`config.mk`:
```
export PLATFORM = sky130hd
export DESIGN_NAME = fir_phase_mac
export DESIGN_NICKNAME = d
export VERILOG_FILES = /design/src/rtl/fir_pkg.sv /design/src/rtl/fir_mac_sat.sv /design/src/rtl/fir_phase_mac.sv
export SDC_FILE = /design/constraint.sdc
export NUM_CORES = 1
export LEC_CHECK = 0
export ABC_AREA = 1
export BUFFER_PORTS_ARGS = -buffer_cell sky130_fd_sc_hd__buf_4
export CAP_MARGIN = 20
export CELL_PAD_IN_SITES_DETAIL_PLACEMENT = 0
export CELL_PAD_IN_SITES_GLOBAL_PLACEMENT = 2
export CORE_ASPECT_RATIO = 1.5
export CORE_MARGIN = 2
export CORE_UTILIZATION = 30
export CTS_CLUSTER_DIAMETER = 100
export DETAILED_ROUTE_END_ITERATION = 7
export GPL_TIMING_DRIVEN = 0
export PLACE_DENSITY = 0.72
export SLEW_MARGIN = 20
export SYNTH_ARGS = -nofsm -noshare
export SYNTH_HDL_FRONTEND = slang
export SYNTH_HIERARCHICAL = 1
export SYNTH_SLANG_ARGS = --single-unit
export TNS_END_PERCENT = 20
```
`constraint.sdc`:
```
create_clock -name clk -period 6.01 [get_ports clk]
set_input_delay 0.3005 -clock clk [delete_from_list [all_inputs] [get_ports clk]]
set_output_delay 0.3005 -clock clk [all_outputs]
set_load 0.03 [all_outputs]
```
`src/rtl/fir_pkg.sv`:
```
// Shared types and elaboration-time helpers for the polyphase FIR output engine.
package fir_pkg;

    typedef enum logic [1:0] {
        IDLE = 2'd0,
        ACC  = 2'd1,
        OUT  = 2'd2
    } state_t;

    // Ceiling log2; clog2(1) is 0.
    function automatic int clog2(input int unsigned v);
        int r;
        r = 0;
        for (int unsigned i = 0; i < 32; i++) begin
            if ((64'd1 << i) < 64'(v)) r = int'(i) + 1;
        end
        return r;
    endfunction

    // Full-precision width for a TAPS-term sum of signed products.
    function automatic int acc_width(input int w_in, input int c_in, input int taps);
        return w_in + c_in + clog2(taps);
    endfunction

    // Clamp a sign-extended accumulator into the signed range of a yw-bit result.
    function automatic logic signed [63:0] saturate(input logic signed [63:0] acc,
                                                    input int unsigned      yw);
        logic signed [63:0] hi;
        logic signed [63:0] lo;
        hi = (64'sd1 <<< (yw - 1)) - 64'sd1;
        lo = -hi - 64'sd1;
        if (acc > hi) return hi;
        if (acc < lo) return lo;
        return acc;
    endfunction

endpackage

```
`src/rtl/fir_mac_sat.sv`:
```
// Registered signed multiply-accumulate with synchronous clear and a
// saturating, load-enabled output register.
module fir_mac_sat
    import fir_pkg::*;
#(
    parameter int W_IN  = 5,
    parameter int C_IN  = 3,
    parameter int ACC_W = 10,
    parameter int Y_OUT = 12
) (
    input  logic                    clk,
    input  logic                    rst,
    input  logic                    clr,
    input  logic                    en,
    input  logic                    load,
    input  logic signed [W_IN-1:0]  a,
    input  logic signed [C_IN-1:0]  b,
    output logic signed [Y_OUT-1:0] y,
    output logic                    sat
);

    logic signed [ACC_W-1:0]     acc;
    logic signed [W_IN+C_IN-1:0] prod;
    logic signed [63:0]          acc_ext;
    logic signed [63:0]          acc_clip;

    // Full-width product and clamped view of the accumulator. When ACC_W fits
    // in Y_OUT the clamp can never engage, so sat stays 0 in that case.
    always_comb begin
        prod     = a * b;
        acc_ext  = 64'(acc);
        acc_clip = saturate(acc_ext, Y_OUT);
    end

    // Accumulator: clear has priority over accumulate.
    always_ff @(posedge clk) begin
        if (rst || clr) begin
            acc <= '0;
        end else if (en) begin
            acc <= acc + ACC_W'(prod);
        end
    end

    // Output register: captures the clamped result once, then holds.
    always_ff @(posedge clk) begin
        if (rst) begin
            y   <= '0;
            sat <= 1'b0;
        end else if (load) begin
            y   <= Y_OUT'(acc_clip);
            sat <= (acc_clip != acc_ext);
        end
    end

endmodule

```
`src/rtl/fir_phase_mac.sv`:
```
// Polyphase FIR output engine: TAPS-deep delay line, loadable coefficients,
// one time-multiplexed MAC pass every DEC-th accepted sample (phase PHASE).
module fir_phase_mac
    import fir_pkg::*;
#(
    parameter  int W_IN  = 5,
    parameter  int C_IN  = 3,
    parameter  int Y_OUT = 12,
    parameter  int TAPS  = 4,
    parameter  int DEC   = 6,
    parameter  int PHASE = 2,
    localparam int AW    = (clog2(TAPS) > 1) ? clog2(TAPS) : 1,
    localparam int ACC_W = acc_width(W_IN, C_IN, TAPS)
) (
    input  logic                    clk,
    input  logic                    rst,
    input  logic                    in_valid,
    output logic                    in_ready,
    input  logic signed [W_IN-1:0]  x_in,
    input  logic                    coef_we,
    input  logic [AW-1:0]           coef_addr,
    input  logic signed [C_IN-1:0]  coef_wdata,
    output logic                    out_valid,
    input  logic                    out_ready,
    output logic signed [Y_OUT-1:0] y_out,
    output logic                    out_sat
);

    localparam int              NW      = (clog2(DEC) > 1) ? clog2(DEC) : 1;
    localparam logic [NW-1:0]   N_PHASE = NW'(PHASE);
    localparam logic [NW-1:0]   N_LAST  = NW'(DEC - 1);
    localparam logic [AW-1:0]   K_LAST  = AW'(TAPS - 1);

    state_t                 state;
    logic [AW-1:0]          k;
    logic [NW-1:0]          n;
    logic signed [W_IN-1:0] dl   [TAPS];
    logic signed [C_IN-1:0] coef [TAPS];
    logic                   pend_we;
    logic [AW-1:0]          pend_addr;
    logic signed [C_IN-1:0] pend_data;
    logic                   accept;
    logic                   trigger;
    logic                   coef_ok;
    logic                   handshake;

    assign in_ready = (state == IDLE);

    // Handshake and qualification terms.
    always_comb begin
        accept    = in_valid && (state == IDLE);
        trigger   = accept && (n == N_PHASE);
        coef_ok   = coef_we && (state == IDLE) && (32'(coef_addr) < TAPS);
        handshake = (state == OUT) && out_valid && out_ready;
    end

    // Delay line: shifts on every accepted sample, frozen otherwise.
    always_ff @(posedge clk) begin
        if (rst) begin
            for (int unsigned i = 0; i < TAPS; i++) dl[i] <= '0;
        end else if (accept) begin
            dl[0] <= x_in;
            for (int unsigned i = 1; i < TAPS; i++) dl[i] <= dl[i-1];
        end
    end

    // Coefficient bank. A write coinciding with a trigger is parked and
    // committed at the result handshake, so that pass sees the old values.
    always_ff @(posedge clk) begin
        if (rst) begin
            for (int unsigned i = 0; i < TAPS; i++) coef[i] <= '0;
            pend_we   <= 1'b0;
            pend_addr <= '0;
            pend_data <= '0;
        end else begin
            if (coef_ok && trigger) begin
                pend_we   <= 1'b1;
                pend_addr <= coef_addr;
                pend_data <= coef_wdata;
            end else if (coef_ok) begin
                coef[coef_addr] <= coef_wdata;
            end
            if (handshake && pend_we) begin
                coef[pend_addr] <= pend_data;
                pend_we         <= 1'b0;
            end
        end
    end

    // Control FSM: phase counter, tap sequencing, registered out_valid.
    always_ff @(posedge clk) begin
        if (rst) begin
            state     <= IDLE;
            k         <= '0;
            n         <= '0;
            out_valid <= 1'b0;
        end else begin
            case (state)
                IDLE: begin
                    if (accept) n <= (n == N_LAST) ? '0 : n + 1'b1;
                    if (trigger) begin
                        state <= ACC;
                        k     <= '0;
                    end
                end
                ACC: begin
                    if (k == K_LAST) state <= OUT;
                    else             k     <= k + 1'b1;
                end
                OUT: begin
                    if (!out_valid) begin
                        out_valid <= 1'b1;
                    end else if (out_ready) begin
                        out_valid <= 1'b0;
                        state     <= IDLE;
                    end
                end
                default: state <= IDLE;
            endcase
        end
    end

    fir_mac_sat #(
        .W_IN  (W_IN),
        .C_IN  (C_IN),
        .ACC_W (ACC_W),
        .Y_OUT (Y_OUT)
    ) u_mac (
        .clk  (clk),
        .rst  (rst),
        .clr  (trigger),
        .en   (state == ACC),
        .load ((state == OUT) && !out_valid),
        .a    (dl[k]),
        .b    (coef[k]),
        .y    (y_out),
        .sat  (out_sat)
    );

endmodule

```
---- Yosys cells after proc, flatten, opt, wreduce, memory -nomap -nowiden ----
Memories as Yosys holds them, arrays and structs flattened. A register that Yosys moved wholly into a read port is not among the register bits.
Index checks and enable logic that the tools add are counted.
W data, S select, Z words.
operators by class
  $add $sub $neg .......................... 3
  multiply operators ...................... 1
  $lt $le $gt $ge ......................... 2
  equal/unequal tests ..................... 11
  muxes and demuxes ....................... 44
  bitwise operators ....................... 4
  reduce and logical (&&, ||, !) cells .... 18
operator list
  cell                    number
  $mux W64                4
  $ne A64 B10 Y1          1
  $mux W2                 12
  $mux W5                 4
  $mux W1                 19
  $gt A10 B12 Y1 const B  1
  $lt A10 B12 Y1 const B  1
  $add A10 B8 Y10         1
  $ne A2 B2 Y1 const B    5
  $mux W3                 3
  $logic_and A1 B1 Y1     8
  $mul A5 B3 Y8           1
  $pmux W2 S3             1
  $reduce_or A3 Y1        2
  $eq A2 B2 Y1 const B    2
  $or A1 B1 Y1            4
  $pmux W2 S2             1
  $reduce_and A4 Y1       1
  $add A3 B1 Y3 const B   1
  $eq A3 B2 Y1 const B    1
  $eq A3 B3 Y1 const B    1
  $reduce_and A3 Y1       1
  $add A2 B1 Y2 const B   1
  $eq A2 B1 Y1 const B    1
  other kinds (6)         6
storage, ports and cells
  bits in registers ....................... 37
  RAM bits ................................ 32
  output and inout port bits .............. 15
  word-level logic and storage cells ...... 95
  memories kept ........................... 2
memory list
  name  depth  width  rd ports  clocked after Yosys merged registers in  write ports  line                 RTL
  dl    4      5      4         1                                        4            fir_phase_mac.sv:37  logic signed [W_IN-1:0] dl [TAPS];
  coef  4      3      1         1                                        4            fir_phase_mac.sv:38  logic signed [C_IN-1:0] coef [TAPS];

---- Longest topological paths before layout ----
  depth in word-level cells ............... 10
  depth in mapped cells ................... 22
  mapped depth without buffers ............ 21

---- Modules after synthesis ----
The synthesis kept the hierarchy.
modules (own cells, without submodules)
  module         times used  cells an instance  area each (um^2)
  fir_phase_mac  1           250                2,215.9
  fir_mac_sat    1           224                1,697.9

---- Worst setup path before layout ----
Ideal clock, no wire load.
  kind .................................... register to register
  start point ............................. register with a tool-made name
  end point ............................... register u_mac.acc[6]
  arrival ................................. 3.821 ns
  slack ................................... 2.076 ns
  cell stages (with the launch flop) ...... 19
  path buffers ............................ 1
  period minus slack after synthesis ...... 3.934 ns
  cell sequence ........................... dfxtp_1 > clkbuf_1 > o21ai_0 > o22ai_1 > inv_1 > or2_2 > fa_1 > fa_1 > inv_1 > fa_1 > ha_1 > inv_1 > fa_1 > inv_1 > nand3_1 > nand3_1 > xor2_1 > o21ai_1 > inv_1
RTL lines
  item                    line               RTL
  end signal: assignment  fir_mac_sat.sv:40  acc <= acc + ACC_W'(prod);
  end: declaration        fir_mac_sat.sv:22  logic signed [ACC_W-1:0] acc;

==> key figures <==
Floorplan
  • Core ar.: 0.0129 mm²
  • Starting Density: 30.4%
  • Die ar.: 0.0140 mm²
  • Die X: 97.3 µm
  • Chip height: 144 µm
  • Total I/O pin count: 30
  • Num rows: 51

Finish
  • Layout cells sized above 1: 16.4%
  • Area growth syn-to-layout: 18.4%
  • Number of fill cells: 1348
  • Finished Cell Area: 0.00463 mm²
  • Diodes inserted: 0
  • Nets@finish: ~560

Route
  • Drt total wl: 8.46 mm
  • Post-DR vias/cell: 4.36
  • Final ANT Viol Nets: 0
  • Pre-antenna DRT Iters: 4
  • DRT iter0 DRCs: 76
  • Via Count: between 2k and 3k
  • # DRC: 0
  • Avg WL per Cell: 12.5 µm

Critical path
  • CP dominant cell by count: inv_1
  • Crit path cell chain: inv_1, clkbuf_1, o21ai_0, o22ai_1, inv_1, or2_2, fa_1, fa_1, inv_1, fa_1, ha_1, inv_1, fa_1, inv_1, nand3_1, nand3_1, xor2_1, o21ai_1, inv_1
  • CP Data Required Time: 6290 ps
  • Buffer and inverter count on the worst path: 7
  • Reg2Reg Depth: 19
  • Critical path's largest stage delay: 540 ps
  • Worst Path Arrival: approximately 4700 ps
  • Top Family by Delay on Critical Path: adder cells
  • Slowest-stage cell, CP: fa_1
  • Critical path class: reg2reg
  • Type of origin of the critical path: flop
  • Critical Path Fanout Max: 10
  • RR Endpoint: u_mac/acc[6]$_SDFFE_PP0P_
  • Flop-to-flop setup slack: between 1500 and 2000 ps
  • CP endpoint kind: flop

Global route
  • GRT Overall Usage: about an eighth
  • First-pass GRT wire length: 14.1 mm
  • Largest net degree at the start of global routing: 23
  • Gr ovfl total: 0
  • Initial antenna violation count: 0
  • Number of global-route vias before repair: 2966

Timing
  • Final setup fails: 0
  • Slew Limit Fails: 0
  • Fin crit period: 4460 ps
  • Slew headroom: 37.8%
  • Worst setup margin: 1550 ps
  • Fin Hold WS: 206 ps
  • Final hold vios: 0
  • Setup tns final: 0 ps
  • Highest clock rate: roughly 220 MHz
  • Worst clock skew: 9.26 ps
  • Final critical-path share of the clock period: 74.1%
  • Worst Max-Slew Pin Slew: 930 ps
  • Unrepaired setup endpoints after global routing: false

Clocking
  • Post-CTS sizing: 0
  • Post-CTS setup buffers: 0
  • CTS tree: done
  • CTS Buf Count: 9
  • Clk root buf: clkbuf_16
  • Clk_lat worst skew: roughly 330 ps
  • H-tree depth: 3
  • Worst-path clk slew: 60 ps
  • CTS sink cnt: 70
  • Clock Path Buffers: 2
  • Hold-fix buffers at CTS: 0

Yosys
  • Compound-Gate Fraction of Synth Area: 10.9%
  • Post-synthesis register bit count: 70
  • Simple-gate portion of the synthesized area: 19.8%
  • Number of synthesized flops with an enable pin: 32
  • Multiplexer area fraction after synthesis: 0%
  • Post-Synth XOR/XNOR Area: 0.895%
  • Synth warn: 6
  • Post-Syn Area: between 0.003 and 0.004 mm²
  • Ranking of synthesized cells by area: edfxtp_1 25%, dfxtp_1 19%, inv_1 8.4%
  • Largest family of logic cells by synthesized area: simple AND/OR/NAND/NOR gates
  • Primary FF master, synth: dfxtp_1
  • Post-synth top area share: 24.6%
  • Async SR Flop Fraction: 0%
  • Synthesized-area fraction occupied by adder cells: between 10% and 20%
  • Unique masters post-synth: 34
  • Cell accounting for the most synthesized area: edfxtp_1
  • Syn Inst Count: 474
  • Sequential fraction of the synthesis area: 44.0%
  • Syn Area/Cell: 8.26 µm²
  • Syn Nets: between 500 and 600

Hold path
  • Hold path startpoint: coef_wdata[0]
  • Worst min path class: in2reg
  • Hold path depth: 3
  • End of the worst hold path: pend_data[0]$_SDFFE_PP0P_

Placement
  • Pre-CTS WS: about 1500 ps
  • GPL Wtd Cong: 0.791
  • Detailed placement HPWL: 6.61 mm
  • Port Buffers: 29
  • Area after DPL: 0.00433 mm²

Power
  • Static Leak: 2.23 nW
  • Design Power: 1.37 mW
  • Peak VDD IR: 132 µV
  • Cell Pwr Density: 296 mW/mm²

Outcome
  • Outcome: finished, final reports clean

Flow run
  • Max-cap viol count: 0
worst max-delay path by stage:
stage               depth (start not counted)  startpoint                         to
global route                               19        flop  u_mac/acc[6]$_SDFFE_PP0P_
finish                                     19        flop  u_mac/acc[6]$_SDFFE_PP0P_
floorplan                                  18        flop  u_mac/acc[6]$_SDFFE_PP0P_
detailed placement                         19        flop  u_mac/acc[6]$_SDFFE_PP0P_
CTS                                        19        flop  u_mac/acc[6]$_SDFFE_PP0P_
global placement                           19        flop  u_mac/acc[6]$_SDFFE_PP0P_
power breakdown:
part / internal [mW] / switching, mW / leakage (nW)
combinational: 0.115 / 0.189 / 1.42
sequential: 0.523 / 0.0114 / 0.653
clock: 0.319 / 0.214 / 0.152
cell families after synthesis:
kind of cell,Yosys count
fa+ha+maj,33
simple gates,177
flops,70
buf+inv,110
xor+xnor,4
compound gates,80
per-layer routing:
metal / share of wire (%) / global-route usage, % / vias to the layer above / routed length, µm
met2: 54 / 24.5 / 31 / 4610
met1: 42 / 13.5 / 1338 / 3520
met5: 0 / 0 / - / 0
li1: - / - / 1576 / -
met3: 2.4 / 2.92 / 11 / 202
met4: 1.6 / 5.26 / 0 / 133
cell usage in the layout (no fill, tap or decap), types with 2 or more instances in the layout:
cell and instances:
fa_1 13, nor2_1 74, nand2_1 61, nand2_2 11, ha_1 20, a21oi_1 23
buf_4 30, nor2_4 2, clkbuf_1 6, clkbuf_16 10, nor2_2 4, buf_2 4
edfxtp_1 32, nand3_1 12, xnor2_1 2, inv_6 2, nand4_1 8, o22ai_1 3
inv_1 88, o21ai_0 45, o21ai_1 2, xor2_1 2, dfxtp_1 38, inv_2 8
nand3_2 2, o21ai_2 3
cells in the mapped netlist, types with 3 or more instances:
cell	number
nor2_1	74
o21ai_2	3
o21ai_0	45
clkbuf_1	6
fa_1	13
nand2_2	11
ha_1	20
o22ai_1	3
dfxtp_1	38
a21oi_1	23
inv_2	8
inv_1	88
nand2_1	61
nor2_2	4
nand3_1	12
nand4_1	8
buf_2	4
edfxtp_1	32
state kept, by name (all words and copies together) (netlist names), named ones only:
register,cells
n,3
u_mac/acc,10
state,2
pend_data,3
dl,20
pend_we,1
k,2
coef,12
u_mac/sat,1
u_mac/y,11
out_valid,1
pend_addr,2
final cells by class:
| cell class | count | area, µm² | share of cell area [%] |
|---|---|---|---|
| Multi-Input combinational cell | 294 | 1750 | 37.8 |
| Sequential cell | 70 | 1720 | 37.2 |
| Inverter | 98 | 382 | 8.24 |
| Clock buffer | 11 | 264 | 5.70 |
| Timing Repair Buffer | 29 | 218 | 4.70 |
| Tap cell | 159 | 199 | 4.29 |
| Buffer | 12 | 61.3 | 1.32 |
| Clock inverter | 5 | 37.5 | 0.810 |
stage by stage:
step	util, %	std cells
after global routing	35.9	678
after global placement	33.6	662
after CTS	35.9	678
final	35.9	678
after detailed placement	33.6	662
after floorplan	-	474
worst register-to-register path, stage by stage, from the launching register on:
cell and delay (ps):
dfxtp_1 330, inv_1 130, clkbuf_1 320, o21ai_0 170, o22ai_1 150, inv_1 150
or2_2 320, fa_1 500, fa_1 540, inv_1 60, fa_1 510, ha_1 200
inv_1 60, fa_1 400, inv_1 100, nand3_1 70, nand3_1 90, xor2_1 200
o21ai_1 80, inv_1 50
(Power assumes the default switching activity.)
